File: config.mk
export PLATFORM = sky130hd
export DESIGN_NAME = pred_update_sched
export DESIGN_NICKNAME = d
export VERILOG_FILES = /design/src/rtl/pred_update_sched_pkg.sv /design/src/rtl/pred_update_sched_fifo.sv /design/src/rtl/pred_update_sched.sv
export SDC_FILE = /design/constraint.sdc
export NUM_CORES = 1
export LEC_CHECK = 0
export ABC_AREA = 1
export CORE_AREA = 2 2 174 176
export CTS_BUF_LIST = sky130_fd_sc_hd__clkbuf_4 sky130_fd_sc_hd__clkbuf_8
export DETAILED_ROUTE_END_ITERATION = 7
export DIE_AREA = 0 0 176 178
export DONT_BUFFER_PORTS = 1
export GPL_ROUTABILITY_DRIVEN = 0
export PLACE_DENSITY = 0.62
export SYNTH_ARGS = -nofsm -noshare
export SYNTH_HDL_FRONTEND = slang
export SYNTH_SLANG_ARGS = --single-unit
File: constraint.sdc
create_clock -name clk -period 6.4 [get_ports clk]
set_input_delay 0.64 -clock clk [delete_from_list [all_inputs] [get_ports clk]]
set_output_delay 0.64 -clock clk [all_outputs]
set_load 0.005 [all_outputs]
File: src/rtl/pred_update_sched_pkg.sv
// Shared types and defaults for the predictor update scheduler.
package pred_update_sched_pkg;

    localparam int UPD_PC_BITS    = 32;
    localparam int UPD_STARVE_MAX = 8;

    // Bit layout of the 72-bit commit record, MSB first.
    typedef struct packed {
        logic        valid_jump;
        logic        jump_taken;
        logic        is_comp;
        logic [1:0]  rat_id;
        logic [31:0] orig_pc;
        logic [31:0] jump_address;
        logic [2:0]  ticket;
    } predictor_update;

    typedef struct packed {
        logic        jump_taken;
        logic [31:0] orig_pc;
        logic [31:0] jump_address;
        logic [2:0]  ticket;
    } upd_entry_t;

    typedef enum logic [1:0] {
        S_IDLE  = 2'd0,
        S_WAIT  = 2'd1,
        S_FORCE = 2'd2
    } pred_upd_state_e;

endpackage

File: src/rtl/pred_update_sched_fifo.sv
// Synchronous in-order FIFO; full/empty come from an extra pointer MSB.
module pred_upd_fifo #(
    parameter int WIDTH = 8,
    parameter int DEPTH = 4
) (
    input  logic                   clk,
    input  logic                   rst_n,
    input  logic                   push_i,
    input  logic [WIDTH-1:0]       push_data_i,
    input  logic                   pop_i,
    output logic [WIDTH-1:0]       head_o,
    output logic                   full_o,
    output logic                   empty_o,
    output logic [$clog2(DEPTH):0] count_o
);
    localparam int AW = $clog2(DEPTH);

    logic [WIDTH-1:0] mem_q [DEPTH];
    logic [AW:0]      wr_ptr_q;
    logic [AW:0]      rd_ptr_q;
    logic             do_push;
    logic             do_pop;

    assign full_o  = (wr_ptr_q[AW] != rd_ptr_q[AW]) && (wr_ptr_q[AW-1:0] == rd_ptr_q[AW-1:0]);
    assign empty_o = (wr_ptr_q == rd_ptr_q);
    assign count_o = wr_ptr_q - rd_ptr_q;
    assign head_o  = mem_q[rd_ptr_q[AW-1:0]];
    assign do_push = push_i && !full_o;
    assign do_pop  = pop_i && !empty_o;

    always_ff @(posedge clk) begin
        if (!rst_n) begin
            wr_ptr_q <= '0;
            rd_ptr_q <= '0;
        end else begin
            if (do_push) wr_ptr_q <= wr_ptr_q + 1'b1;
            if (do_pop)  rd_ptr_q <= rd_ptr_q + 1'b1;
        end
    end

    // Storage needs no reset: the head is only consumed while non-empty.
    always_ff @(posedge clk) begin
        if (do_push) mem_q[wr_ptr_q[AW-1:0]] <= push_data_i;
    end

endmodule

File: src/rtl/pred_update_sched.sv
// Schedules committed predictor updates onto the shared BTB/GShare write port,
// stealing a fetch cycle only when updates have starved too long.
//
//   state   | meaning
//   S_IDLE  | FIFO empty, nothing to issue
//   S_WAIT  | head pending, issues whenever fetch leaves the arrays free
//   S_FORCE | head starved, issues unconditionally and stalls fetch if needed
module pred_update_sched
    import pred_update_sched_pkg::*;
#(
    parameter int DEPTH      = 4,
    parameter int STARVE_MAX = UPD_STARVE_MAX,
    parameter int PC_BITS    = UPD_PC_BITS
) (
    input  logic                   clk,
    input  logic                   rst_n,
    input  logic                   upd_valid_i,
    input  logic [71:0]            upd_i,
    output logic                   upd_ready_o,
    input  logic                   fetch_rd_req_i,
    output logic                   fetch_stall_o,
    output logic                   btb_wr_en_o,
    output logic [PC_BITS-1:0]     btb_wr_pc_o,
    output logic [PC_BITS-1:0]     btb_wr_target_o,
    output logic                   gsh_upd_en_o,
    output logic [PC_BITS-1:0]     gsh_upd_pc_o,
    output logic                   gsh_upd_taken_o,
    output logic [2:0]             issued_ticket_o,
    output logic [$clog2(DEPTH):0] pending_o
);
    localparam int CW    = $clog2(STARVE_MAX + 1);
    localparam int CNT_W = $clog2(DEPTH) + 1;
    localparam logic [CW-1:0] STARVE_LIM = CW'(STARVE_MAX);

    predictor_update rec;
    upd_entry_t      push_entry;
    upd_entry_t      head;
    upd_entry_t      head_vis;
    logic            full;
    logic            empty;
    logic            push;
    logic            grant;
    logic [CNT_W-1:0] count;
    logic            unused_rec;

    pred_upd_state_e state_q, state_d;
    logic [CW-1:0]   starve_q, starve_d;

    assign rec         = upd_i;
    assign unused_rec  = ^{rec.is_comp, rec.rat_id};
    assign upd_ready_o = !full;
    // Records without a jump are accepted but never stored.
    assign push        = upd_valid_i && !full && rec.valid_jump;
    assign push_entry  = '{jump_taken:   rec.jump_taken,
                          orig_pc:      rec.orig_pc,
                          jump_address: rec.jump_address,
                          ticket:       rec.ticket};

    pred_upd_fifo #(
        .WIDTH ($bits(upd_entry_t)),
        .DEPTH (DEPTH)
    ) u_fifo (
        .clk         (clk),
        .rst_n       (rst_n),
        .push_i      (push),
        .push_data_i (push_entry),
        .pop_i       (grant),
        .head_o      (head),
        .full_o      (full),
        .empty_o     (empty),
        .count_o     (count)
    );

    always_comb begin
        state_d  = state_q;
        starve_d = starve_q;
        grant    = 1'b0;
        unique case (state_q)
            S_IDLE: begin
                if (push) state_d = S_WAIT;
            end
            S_WAIT: begin
                if (!fetch_rd_req_i) begin
                    grant    = 1'b1;
                    starve_d = '0;
                end else begin
                    if (starve_q < STARVE_LIM) starve_d = starve_q + CW'(1);
                    if (starve_d == STARVE_LIM) state_d = S_FORCE;
                end
            end
            S_FORCE: begin
                grant    = 1'b1;
                starve_d = '0;
            end
            default: begin
                state_d  = S_IDLE;
                starve_d = '0;
            end
        endcase
        if (grant) state_d = (count == CNT_W'(1) && !push) ? S_IDLE : S_WAIT;
    end

    always_ff @(posedge clk) begin
        if (!rst_n) begin
            state_q  <= S_IDLE;
            starve_q <= '0;
        end else begin
            state_q  <= state_d;
            starve_q <= starve_d;
        end
    end

    assign head_vis        = empty ? '0 : head;
    assign gsh_upd_en_o    = grant;
    assign btb_wr_en_o     = grant && head_vis.jump_taken;
    assign fetch_stall_o   = (state_q == S_FORCE) && fetch_rd_req_i;
    assign gsh_upd_pc_o    = PC_BITS'(head_vis.orig_pc);
    assign btb_wr_pc_o     = PC_BITS'(head_vis.orig_pc);
    assign btb_wr_target_o = PC_BITS'(head_vis.jump_address);
    assign gsh_upd_taken_o = head_vis.jump_taken;
    assign issued_ticket_o = head_vis.ticket;
    assign pending_o       = count;

endmodule

Yosys cells after proc, flatten, opt, wreduce, memory -nomap -nowiden --
Memories as Yosys holds them, arrays and structs flattened. A register that Yosys moved wholly into a read port is not among the register bits. Index checks and enable logic that the tools add are counted.
Cells by class: div/mod/pow operators 0, shift-type cells 0, reduce and logical (&&, ||, !) cells 13, order comparisons 1, bitwise gates (word level) 0, multiplexer cells 18, equality and inequality tests 11, $add $sub $neg 4, multipliers 0
Operator list (number):
- $mux W68 | 1
- $mux W4 | 4
- $mux W2 | 6
- $ne A3 B3 Y1 const B | 3
- $logic_and A1 B1 Y1 | 8
- $pmux W4 S2 | 1
- $add A3 B1 Y3 const B | 2
- $pmux W2 S3 | 1
- $add A4 B1 Y4 const B | 1
- $eq A4 B4 Y1 const B | 1
- $lt A4 B4 Y1 const B | 1
- $mux W1 | 4
- $reduce_and A4 Y1 | 1
- $eq A3 B1 Y1 const B | 1
- $eq A3 B3 Y1 | 1
- $logic_not A1 Y1 | 3
- $sub A3 B3 Y3 | 1
- $eq A2 B1 Y1 const B | 1
- $eq A2 B2 Y1 | 1
- $eq A2 B2 Y1 const B | 1
- $logic_not A2 Y1 | 1
- $ne A2 B2 Y1 const B | 1
- $pmux W1 S2 | 1
- $ne A1 B1 Y1 | 1
Word-level totals: memories kept 1, output and inout port bits 107, RAM bits 272, bits of input ports 76, memory bits (read-only) 0, bits in registers 12, bits in latches 0, word-level logic and storage cells 52
Memory list:
- u_fifo.mem_q | depth 4, width 68, rd ports 1, clocked after Yosys merged registers in 1, wr ports 1, RTL line pred_update_sched_fifo.sv:18 | logic [WIDTH-1:0] mem_q [DEPTH];

Longest topological paths before layout --
Gate-level depths: netlist of run 1.
depth after elaboration 9, depth in mapped cells 11, depth with buffers taken out 11

Hierarchy --
A second synthesis of run 1 with hierarchy kept.
Second synthesis, totals: cells, all modules 988, area total of the unflattened synthesis 11856.4 um2
Modules (own cells, without submodules):
- pred_upd_fifo | area an instance 10573.9 um2, times used 1, cells an instance 731, seq. area each 8328.0 um2
- pred_update_sched | area an instance 1282.5 um2, times used 1, cells an instance 257, seq. area each 120.1 um2

Worst setup path before layout of run 1 --
No wires, ideal clock.
path kind reg-to-reg, start register u_fifo.wr_ptr_q[0], end memory u_fifo.mem_q[0][0] in the netlist's numbering (enable), arrival 3867 ps, cell stages (with the launch flop) 8, buffers on the path 0, setup time 494 ps, clock period less this slack 4361 ps, setup slack 2039 ps, required time 5906 ps, cells stage by stage dfxtp_1 -> inv_1 -> ha_1 -> nand2_1 -> inv_1 -> nand2_2 -> nand2_4 -> nor2_1
On the way: word-level cells in the longest chain between the ends 8
RTL lines:
- start: declaration | RTL line pred_update_sched_fifo.sv:19 | logic [AW:0] wr_ptr_q;
- start signal: assignment | RTL line pred_update_sched_fifo.sv:36 | if (do_push) wr_ptr_q <= wr_ptr_q + 1'b1;
- $eq A2 B2 Y1 (*) | RTL line pred_update_sched_fifo.sv:24 | assign full_o = (wr_ptr_q[AW] != rd_ptr_q[AW]) && (wr_ptr_q[AW-1:0] == rd_ptr_q[AW-1:0]);
- $logic_and A1 B1 Y1 (*) | RTL line pred_update_sched_fifo.sv:24
- $logic_not A1 Y1 (*)
- net upd_ready_o | RTL line pred_update_sched.sv:19 | output logic upd_ready_o,
- $logic_and A1 B1 Y1 (2 in series) | RTL line pred_update_sched.sv:53 | assign push = upd_valid_i && !full && rec.valid_jump;
- $logic_and A1 B1 Y1 (*) | RTL line pred_update_sched_fifo.sv:28 | assign do_push = push_i && !full_o;
- $mux W1 (*) | RTL line pred_update_sched_fifo.sv:43 | if (do_push) mem_q[wr_ptr_q[AW-1:0]] <= push_data_i;
- $mux W1 (implied by the code) (*) | RTL line pred_update_sched_fifo.sv:43
- end: declaration | RTL line pred_update_sched_fifo.sv:18
Mark *: on every way through the listed nets, which the timed path passes. The rest lies on a longest branch.

==> run metrics, run 1 <==
drt wl/cell=18.0 um; Mapped Cells=964; outcome=complete, no violations; Mapped Avg Cell Area=12.1 um2; Detail Placement HPWL=13.0 mm; vias in the first global route=between 6000 and 7000; post-cts repair resize count=0; Final nets=around 1000; detailed router's first-iteration violation count=between 300 and 400; Final Non-Filler Cells=roughly 1400; Worst Tran Pin Value=1.16 ns; largest net degree at the start of global routing=71; clock root cell=clkbuf_8; unrepaired setup endpoints after global routing=false; die extent in y=178 um; Reg clk slew, reported paths=0.06 ns; initial antenna violation count=0; sequential element share of the synthesized area=between 70% and 80%; CTS Buf Count=46; Bufs on Longest Clock Path=3; Worst Path Arrival=~3.0 ns; Critical Path Sink Type=primary output; Yosys Warn Count=0; clock period minus final worst setup slack=3.66 ns; CTS Sinks=286; Max Cap Viol=0; antenna cells=0; number of cells after detailed placement=1282; postcts setup bufs=0; HP Class=in -> reg; Max Clk Rate=0.273 GHz; GRT overflow=0; DR pass1 iterations=4; Fill cells=roughly 2700; hold_buf cts=0; first-pass GRT wire length=36.9 mm; crit-path cells=inv_4, buf_4, o21ai_0, a21oi_1; DRT Wirelength=24.4 mm; via count=6742; Rows=63; port bufs=0; share of cells above drive strength 1=10.0%; Mapped Area=11600 um2; Final Hold Vio Count=0; Data required, critical path=5.76 ns; number of remaining DRC errors=0; P&R area growth vs syn=8.26%; Pins Over Slew Limit=0; Netlist cell types=29; slowest stage delay, CP=about 0.66 ns; worst setup path class=reg -> out; Initial Util=39.6%; Worst IR Drop VDD=0.199 mV; leak pwr=~4.3 nW; pre-CTS setup slack=3.16 ns; worst clock skew=0.0104 ns; Final setup viols=0; most frequent cells in the layout=nor2_1, edfxtp_1, o21ai_0; Die Wd=176 um; setup TNS=0 ns; Routed Antenna Nets=0; syn_nets=1052; Die ar.=roughly 31000 um2; pwr/cell area=329 nW/um2; Clock Latency Late Sink=0.54 ns; CP startpoint kind=register; commonest non-fill, non-tap cell in the layout=nor2_1; H-tree levels=2; Max Fanout on Critical Path=69; Tot GR Track Use=15.5%; TritonCTS clock tree=built; #FFs+latches synth=around 290; Via density=4.96; Slew HR=22.8%; final worst slack=roughly 2.7 ns; IO Pins=183; Slowest cell on crit path=buf_4; Core Region=29400 um2; Tcrit/Tclk final=57.1%
==> cell families (layout without fill, tap and decap cells) <==
logic type      count (synthesis)  after routing  synth area share, %
simple gates                  332            332                 11.2
flops                         286            286                 72.5
compound gates                221            221                 9.56
buf+inv                       112            117                 5.32
fa+ha+maj                      12             12                 1.35
xor+xnor                        1              1               0.0752
==> flip-flops by register name, summed over array words and instances (netlist names), named ones only <==
| signal | cells |
|---|---|
| state_q | 2 |
| u_fifo.wr_ptr_q | 3 |
| u_fifo.mem_q | 272 |
| starve_q | 4 |
| u_fifo.rd_ptr_q | 3 |
==> routing by layer <==
layer | vias up | GRT usage, % | part of all wire (%)
met2 | 169 | 28.2 | 51
met3 | 48 | 5.58 | 7.9
li1 | 3285 | - | -
met4 | 0 | 4.99 | 2.2
met1 | 3240 | 16.8 | 39
met5 | - | 0 | 0
==> power by group <==
part | internal, mW | switching, mW | leakage (nW)
Sequential | 2.11 | 0.0384 | 2.59
Combinational | 0.138 | 0.382 | 1.21
Clock | 0.817 | 0.664 | 0.459
==> synth_stat cells <==
master    number  area, um2
buf_1          2       7.51
buf_2         17       85.1
clkbuf_2       4       20.0
a21oi_1       79        395
o21ai_1       29        145
nor3b_2        1       12.5
a32o_1         1       10.0
fa_1           1       20.0
nand3b_1       1       7.51
nor2_2         2       12.5
buf_6          4       45.0
nand3_2        2       20.0
nand2_2        2       12.5
ha_1          11        138
clkbuf_1      18       67.6
nor2_1       277       1040
o21ai_0      111        556
xnor2_1        1       8.76
and3_1         1       6.26
inv_1         26       97.6
edfxtp_1     272       8170
inv_2          3       11.3
nand2_1       37        139
dfxtp_1       14        280
buf_4         38        285
nand2_4        1       11.3
o21bai_1       1       7.51
nor3_1         3       15.0
nand3_1        5       25.0
==> critical path, delay by kind of cell, from the launching register on <==
kind                   cells  cell delay (ns)
DFF                        1             0.56
AOI/OAI and AO/OA          2             0.59
buffers and inverters      2             1.28
==> area by class of cell <==
cell class	instances	area [um2]	share of cell area (%)
Sequential cell	286	8460	67.1
Multi-Input combinational cell	566	2610	20.7
Clock buffer	64	774	6.14
Tap cell	390	488	3.87
Inverter	29	111	0.883
Clock inverter	13	90.1	0.714
Timing Repair Buffer	11	82.6	0.655
==> stage by stage <==
step / total power [mW] / cell area [um2] / hold WS (ns) / util [%]
6_report: 4.15 / 12600 / 0.182 / 42.9
5_1_grt: 4.36 / 12600 / 0.138 / 42.9
4_1_cts: 4.21 / 12600 / 0.140 / 42.9
3_5_place_dp: 2.72 / 11700 / 0.489 / 40.0
3_3_place_gp: 2.71 / 11700 / 0.480 / 40.0
2_1_floorplan: 2.64 / 11600 / 0.463 / -
==> path summary, 6_finish.rpt <==
check	end	slack, ns	startpoint	depth (start not counted)
setup / recovery	btb_wr_target_o[0]	2.74	register	4
hold reg to reg	starve_q[3]	0.50	starve_q[3]	2
setup reg to reg	u_fifo.mem_q[1][12]	3.29	u_fifo.wr_ptr_q[0]	8
hold / removal	u_fifo.mem_q[1][43]	0.18	upd_i[43]	0
Note: power is estimated with default switching activity, not from simulation.
==> run 2: changes to the inputs <==
--- a/config.mk
+++ b/config.mk
@@ -5,14 +5,14 @@
 export SDC_FILE = /design/constraint.sdc
 export NUM_CORES = 1
 export LEC_CHECK = 0
-export ABC_AREA = 1
-export CORE_AREA = 2 2 174 176
+export ABC_AREA = 0
+export CORE_AREA = 2 2 172 174
 export CTS_BUF_LIST = sky130_fd_sc_hd__clkbuf_4 sky130_fd_sc_hd__clkbuf_8
 export DETAILED_ROUTE_END_ITERATION = 7
-export DIE_AREA = 0 0 176 178
+export DIE_AREA = 0 0 174 176
 export DONT_BUFFER_PORTS = 1
 export GPL_ROUTABILITY_DRIVEN = 0
-export PLACE_DENSITY = 0.62
+export PLACE_DENSITY = 0.64
 export SYNTH_ARGS = -nofsm -noshare
 export SYNTH_HDL_FRONTEND = slang
 export SYNTH_SLANG_ARGS = --single-unit
==> constraint.sdc (replaced) <==
create_clock -name clk -period 3.35 [get_ports clk]
set_input_delay 0.335 -clock clk [delete_from_list [all_inputs] [get_ports clk]]
set_output_delay 0.335 -clock clk [all_outputs]
set_load 0.005 [all_outputs]
==> run metrics, run 2 <==
pre-CTS setup slack=0.838 ns (-2.32 ns); dominant cells by area after synthesis=edfxtp_1, mux4_2, nor2b_1, dfxtp_1, buf_4; Max Cap Viol=0 (unchanged); syn_nets=652 (-38%); fraction of registers with async set/reset=0% (unchanged); commonest register cell after synthesis=edfxtp_1; Final nets=726 (-29%); final worst slack=0.702 ns (-2.04 ns); uppermost layer routed=met4; Yosys Warn Count=0 (unchanged); Final Non-Filler Cells=1058 (-22%); Routed Antenna Nets=0 (unchanged); H-tree levels=2 (unchanged); worst clock skew=0.0164 ns (+0.00590 ns); DRT Wirelength=21.5 mm (-12%); number of cells after detailed placement=904 (-29%); most frequent cell after synthesis=edfxtp_1; Via density=5.07 (+2.3%); Die ar.=30600 um2 (-2.2%); pwr/cell area=564 nW/um2 (+72%); top-area cell type share of the netlist area=71.7% (+1.6 points); GRT overflow=0 (unchanged); first-pass GRT wire length=33.2 mm (-10%); Max Clk Rate=0.378 GHz; Bufs on Longest Clock Path=3 (unchanged); Pins Over Slew Limit=0 (unchanged); IO Pins=183 (unchanged); fin area=13300 um2 (+5.5%); HP Class=in -> reg; TritonCTS clock tree=built; kind of cell adding the most delay to the critical path=buffers and inverters; die extent in y=176 um (-1.1%); Largest register FFs=272 (unchanged); commonest non-fill, non-tap cell in the layout=edfxtp_1; Detail Placement HPWL=12.6 mm (-3.1%); initial antenna violation count=1 (+1); EDFF count, synth=272 (unchanged); placement-stage cell area=11700 um2 (-0.25%); CTS Buf Count=47 (+2.2%); CP startpoint kind=register; drt wl/cell=20.3 um (+13%); Clock Latency Late Sink=0.54 ns (about the same); Slowest cell on crit path=ha_1; detailed router's first-iteration violation count=365 (-0.54%); clock root cell=clkbuf_8; postcts setup bufs=0 (unchanged); Data required, critical path=3.01 ns (-2.75 ns); Worst IR Drop VDD=0.461 mV (+130%); M1 WL=8.75 mm (-8.0%); Fill cells=2447 (-10%); Critical Path Sink Type=primary output; setup TNS=0 ns (unchanged); Final Util=46.6% (+3.7 points); overall power=7.50 mW (+81%); Worst Path Arrival=2.31 ns (-0.71 ns); DR pass1 iterations=4 (unchanged); via count=5369 (-20%); port bufs=0 (unchanged); Mapped Avg Cell Area=20.2 um2 (+67%); Rows=62 (-1.6%); sequential element share of the synthesized area=74.2% (+1.6 points); P&R area growth vs syn=16.8%; #FFs+latches synth=286 (unchanged); synth cell count leaders=edfxtp_1, nor2b_1, mux4_2, buf_4, dfxtp_1; Netlist cell types=41 (+41%); Initial Util=39.9% (+0.28 points); clock period minus final worst setup slack=~2.6 ns; Tot GR Track Use=14.1% (-1.4 points); most frequent cells in the layout=edfxtp_1, nor2b_1, dlygate4sd3_1; worst path buffer plus inverter count=2 (unchanged); Mapped Cells=564 (-41%); WHS=0.112 ns (-0.0702 ns); Worst Tran Pin Value=0.862 ns (-0.293 ns); outcome=complete, no violations; Max Fanout on Critical Path=34 (-51%); leak pwr=4.17 nW (-2.0%); Reg clk slew, reported paths=0.06 ns (about the same); unrepaired setup endpoints after global routing=false; met3 wire length=1.53 mm (-20%); Tcrit/Tclk final=79.0%; area leader, netlist=edfxtp_1; Mapped Area=11400 um2 (-2.2%); share of cells above drive strength 1=23.5% (+13 points); crit-path cells=inv_1, ha_1, nand2_1, nor2_4, buf_4, nor2b_1; Final Hold Vio Count=0 (unchanged); slowest stage delay, CP=0.45 ns (-0.21 ns); number of remaining DRC errors=0 (unchanged); multi-input logic area=2580 um2 (-0.96%); routed length on met2=10.6 mm (-15%); Core Region=28500 um2 (-2.9%); worst setup path class=reg -> out; CTS Sinks=286 (unchanged); largest net degree at the start of global routing=40 (-44%); vias in the first global route=5828 (-14%); Final setup viols=0 (unchanged); Slew HR=41.8% (+19 points); Sequential Area=8460 um2 (unchanged); Die Wd=174 um (-1.1%)
[run 2: cell count changes after synthesis, moves of 34 or more]
| cell | delta |
|---|---|
| a21oi_1 | -76 |
| nand2_1 | -34 |
| nor2_1 | -273 |
| nor2b_1 | +74 |
| mux4_2 | +68 |
| o21ai_0 | -106 |
[run 2: path summary, 6_finish.rpt]
kind              slack, ns  depth (start not counted)            endpoint                from
setup / recovery       0.70                          6     btb_wr_pc_o[10]  u_fifo.wr_ptr_q[0]
setup reg to reg       0.87                          5  u_fifo.mem_q[0][2]  u_fifo.wr_ptr_q[0]
hold reg to reg        0.52                          2  u_fifo.rd_ptr_q[2]  u_fifo.rd_ptr_q[2]
hold / removal         0.11                          3          state_q[0]               rst_n
[run 2: timing repair]
item                                   CTS  global route
endpoints found under the hold margin  286             0
hold buffers                            69             0
resized for setup                        0             0
[run 2: routing by layer]
metal / track usage (%) / vias up
met5: 0 / -
met4: 5.04 / 0
met3: 4.31 / 51
met2: 23.8 / 203
met1: 17.4 / 2759
li1: - / 2356
[run 2: logic make-up (layout without fill, tap and decap cells)]
group	count (synthesis)	count (layout)	share of synthesized area, %
XOR/XNOR	5	5	0.450
buffers and inverters	68	177	3.44
flip-flops	286	286	74.2
adder cells (fa/ha/maj)	12	12	1.38
AO/OA/AOI/OAI	20	20	1.41
multiplexers	70	70	13.6
other	0	1	0
AND/OR/NAND/NOR	103	103	5.54
[run 2: cell type report]
cell class              count  area share [%]
inverters                  12           0.338
diodes                      1          0.0188
well taps                 384            3.61
flip-flops and latches    286            63.5
clock buffers              59            5.54
repair buffers             81            6.34
clock inverters            25            1.20
multi-input cells         210            19.4
[run 2: worst register-to-register path, delay by kind of cell, from the launching register on]
kind | cells | cell delay (ns)
AND/OR/NAND/NOR | 1 | 0.55
buffers and inverters | 2 | 0.43
adder cells (fa/ha/maj) | 1 | 0.40
AO/OA/AOI/OAI | 1 | 0.37
flip-flops | 1 | 0.36
[run 2: report_power, final]
part,internal [mW],switching [mW]
logic,0.250,0.341
registers,4.00,0.0247
clock network,1.59,1.29
total,5.85,1.66
==> run 3: changes to the inputs <==
--- a/config.mk
+++ b/config.mk
@@ -5,14 +5,14 @@
 export SDC_FILE = /design/constraint.sdc
 export NUM_CORES = 1
 export LEC_CHECK = 0
-export ABC_AREA = 0
-export CORE_AREA = 2 2 172 174
+export ABC_AREA = 1
+export CORE_AREA = 2 2 174 176
 export CTS_BUF_LIST = sky130_fd_sc_hd__clkbuf_4 sky130_fd_sc_hd__clkbuf_8
 export DETAILED_ROUTE_END_ITERATION = 7
-export DIE_AREA = 0 0 174 176
+export DIE_AREA = 0 0 176 178
 export DONT_BUFFER_PORTS = 1
 export GPL_ROUTABILITY_DRIVEN = 0
-export PLACE_DENSITY = 0.64
+export PLACE_DENSITY = 0.62
 export SYNTH_ARGS = -nofsm -noshare
 export SYNTH_HDL_FRONTEND = slang
 export SYNTH_SLANG_ARGS = --single-unit
==> constraint.sdc (replaced) <==
create_clock -name clk -period 2.7 [get_ports clk]
set_input_delay 0.27 -clock clk [delete_from_list [all_inputs] [get_ports clk]]
set_output_delay 0.27 -clock clk [all_outputs]
set_load 0.005 [all_outputs]
==> run metrics, run 3 (synthesis gave the netlist of run 1 again) <==
outcome=complete, no violations; first-pass GRT wire length=37.4 mm (+13%); DRT Wirelength=24.2 mm (+13%); most frequent cells in the layout=nor2_1, edfxtp_1, o21ai_0; pre-CTS setup slack=0.525 ns (-0.313 ns); commonest non-fill, non-tap cell in the layout=nor2_1; Final nets=1106 (+52%); postcts setup bufs=0 (unchanged); CTS Sinks=286 (unchanged); Worst IR Drop VDD=0.481 mV (+4.3%); Reg power frac=48.8% (-4.9 points); initial antenna violation count=1 (unchanged); Max Clk Rate=0.391 GHz; Slew HR=64.2% (+22 points); pwr/cell area=757 nW/um2 (+34%); detailed router's first-iteration violation count=420 (+15%); Die ar.=31300 um2 (+2.3%); CP startpoint kind=register; Die Wd=176 um (+1.1%); multi-input logic area=2630 um2 (+1.7%); drt wl/cell=16.8 um (-17%); final worst slack=0.142 ns (-0.560 ns); crit-path cells=inv_1, ha_1, nand2_1, inv_1, nand3_1, inv_6, buf_12, a21oi_1; fin area=13600 um2 (+2.5%); via count=7007 (+31%); CP startpoint=u_fifo.wr_ptr_q[0]; vias in the first global route=7065 (+21%); clock root cell=clkbuf_8; Rows=63 (+1.6%); Clock Latency Late Sink=0.56 ns (+0.02 ns); cell mode on critical path=inv_1; slowest stage delay, CP=0.35 ns (-0.10 ns); placement-stage cell area=12000 um2 (+2.1%); switching pwr=2.68 mW (+62%); Worst Path Arrival=2.29 ns (-0.02 ns); internal power=7.65 mW (+31%); Final Hold Vio Count=0 (unchanged); Slowest cell on crit path=dfxtp_1; clock period minus final worst setup slack=2.56 ns; hold_sp=fetch_rd_req_i; kind of cell adding the most delay to the critical path=buffers and inverters; IO Pins=183 (unchanged); unrepaired setup endpoints after global routing=true; HP Class=in -> reg; Bufs on Longest Clock Path=3 (unchanged); Final setup viols=0 (unchanged); worst path buffer plus inverter count=4 (+2); number of remaining DRC errors=0 (unchanged); Data required, critical path=2.43 ns (-0.58 ns); GRT overflow=0 (unchanged); Worst Tran Pin Value=0.536 ns (-0.326 ns); leak pwr=4.68 nW (+12%); H-tree levels=2 (unchanged); reg2reg start=u_fifo.wr_ptr_q[0]; Detail Placement HPWL=13.3 mm (+5.7%); Routed Antenna Nets=0 (unchanged); Max Fanout on Critical Path=26 (-24%); Tot GR Track Use=15.4% (+1.3 points); Largest register FFs=272 (unchanged); Comb power frac=14.3% (+6.4 points); P&R area growth vs syn=17.1%; TritonCTS clock tree=built; worst clock skew=0.0201 ns (+0.00376 ns); Fill cells=2621 (+7.1%); Max Cap Viol=0 (unchanged); Pins Over Slew Limit=0 (unchanged); Reg clk slew, reported paths=0.07 ns (about the same); Core Region=29400 um2 (+3.0%); worst setup path class=reg -> out; die extent in y=178 um (+1.1%); share of cells above drive strength 1=11.2% (-12 points); largest net degree at the start of global routing=73 (+83%); Tcrit/Tclk final=about 95%; Initial Util=39.6% (-0.28 points); Via density=4.86 (-4.3%); Critical Path Sink Type=primary output; Sw Ratio=26.0% (+3.9 points); clock power share=36.9% (-1.5 points); CTS Buf Count=46 (-2.1%); port bufs=0 (unchanged); DR pass1 iterations=4 (unchanged); Sequential Area=8460 um2 (unchanged)
-- run 3: cell count changes in the layout (fill, tap and decap cells not counted), moves of 34 or more --
cell | before | now
a21oi_1 | 3 | 74
nor2_1 | 3 | 274
mux4_2 | 68 | 0
nand2_1 | 3 | 37
nor2b_1 | 74 | 0
o21ai_0 | 5 | 111
-- run 3: worst register-to-register path, stage by stage (launching register included) --
cell and delay [ns]:
dfxtp_1 0.35, inv_1 0.10, ha_1 0.34, nand2_1 0.09, inv_1 0.05, nand2_2 0.10
nand2_4 0.13, nor2_4 0.15, buf_4 0.42
-- run 3: path summary, 6_finish.rpt --
path	to	slack (ns)	cells after the start
worst max-delay path	btb_wr_target_o[11]	0.14	8
worst min-delay path	starve_q[0]	0.03	4
worst max register to register	u_fifo.mem_q[2][55]	0.59	8
worst min register to register	starve_q[3]	0.50	2
-- run 3: power by group through the flow --
| stage | Combinational, mW | Sequential (mW) | Clock, mW |
|---|---|---|---|
| after global routing | 1.68 | 5.05 | 4.11 |
| final | 1.48 | 5.04 | 3.82 |
| after CTS | 1.50 | 5.04 | 3.93 |
| after detailed placement | 1.37 | 5.13 | 0 |
| after global placement | 1.35 | 5.13 | 0 |
| after floorplan | 1.14 | 5.12 | 0 |
-- run 3: repair_timing --
item / CTS / global route
resized for setup: 1 / 7
endpoints found under the hold margin: 286 / 0
hold buffers: 69 / 0
endpoints found under the setup margin: 58 / 37
-- run 3: layout make-up --
type / count / area share [%]
clock inverters: 16 / 1.18
repair buffers: 89 / 7.29
clock buffers: 66 / 5.83
well taps: 390 / 3.58
diodes: 1 / 0.0183
multi-input cells: 566 / 19.3
flip-flops and latches: 286 / 62.0
inverters: 29 / 0.853
-- run 3: per-layer routing --
layer	GRT usage (%)	up-vias	share of wire (%)
li1	-	3462	-
met1	18.3	3301	41
met2	26.9	199	50
met3	4.52	45	6.6
met4	5.17	0	2.3
met5	0	-	0
-- run 3: through the flow --
| stage | power, mW | instances | hold slack, ns | TNS [ns] | utilization [%] |
|---|---|---|---|---|---|
| after floorplan | 6.25 | 964 | 0.369 | -107.98 | - |
| final | 10.3 | 1443 | 0.0335 | 0 | 46.4 |
| after detailed placement | 6.50 | 1291 | 0.369 | 0 | 40.7 |
| after global placement | 6.48 | 1291 | 0.369 | 0 | 40.7 |
| after global routing | 10.8 | 1443 | 0.0157 | -0.0404 | 46.4 |
| after CTS | 10.5 | 1442 | 0.00670 | 0 | 46.3 |
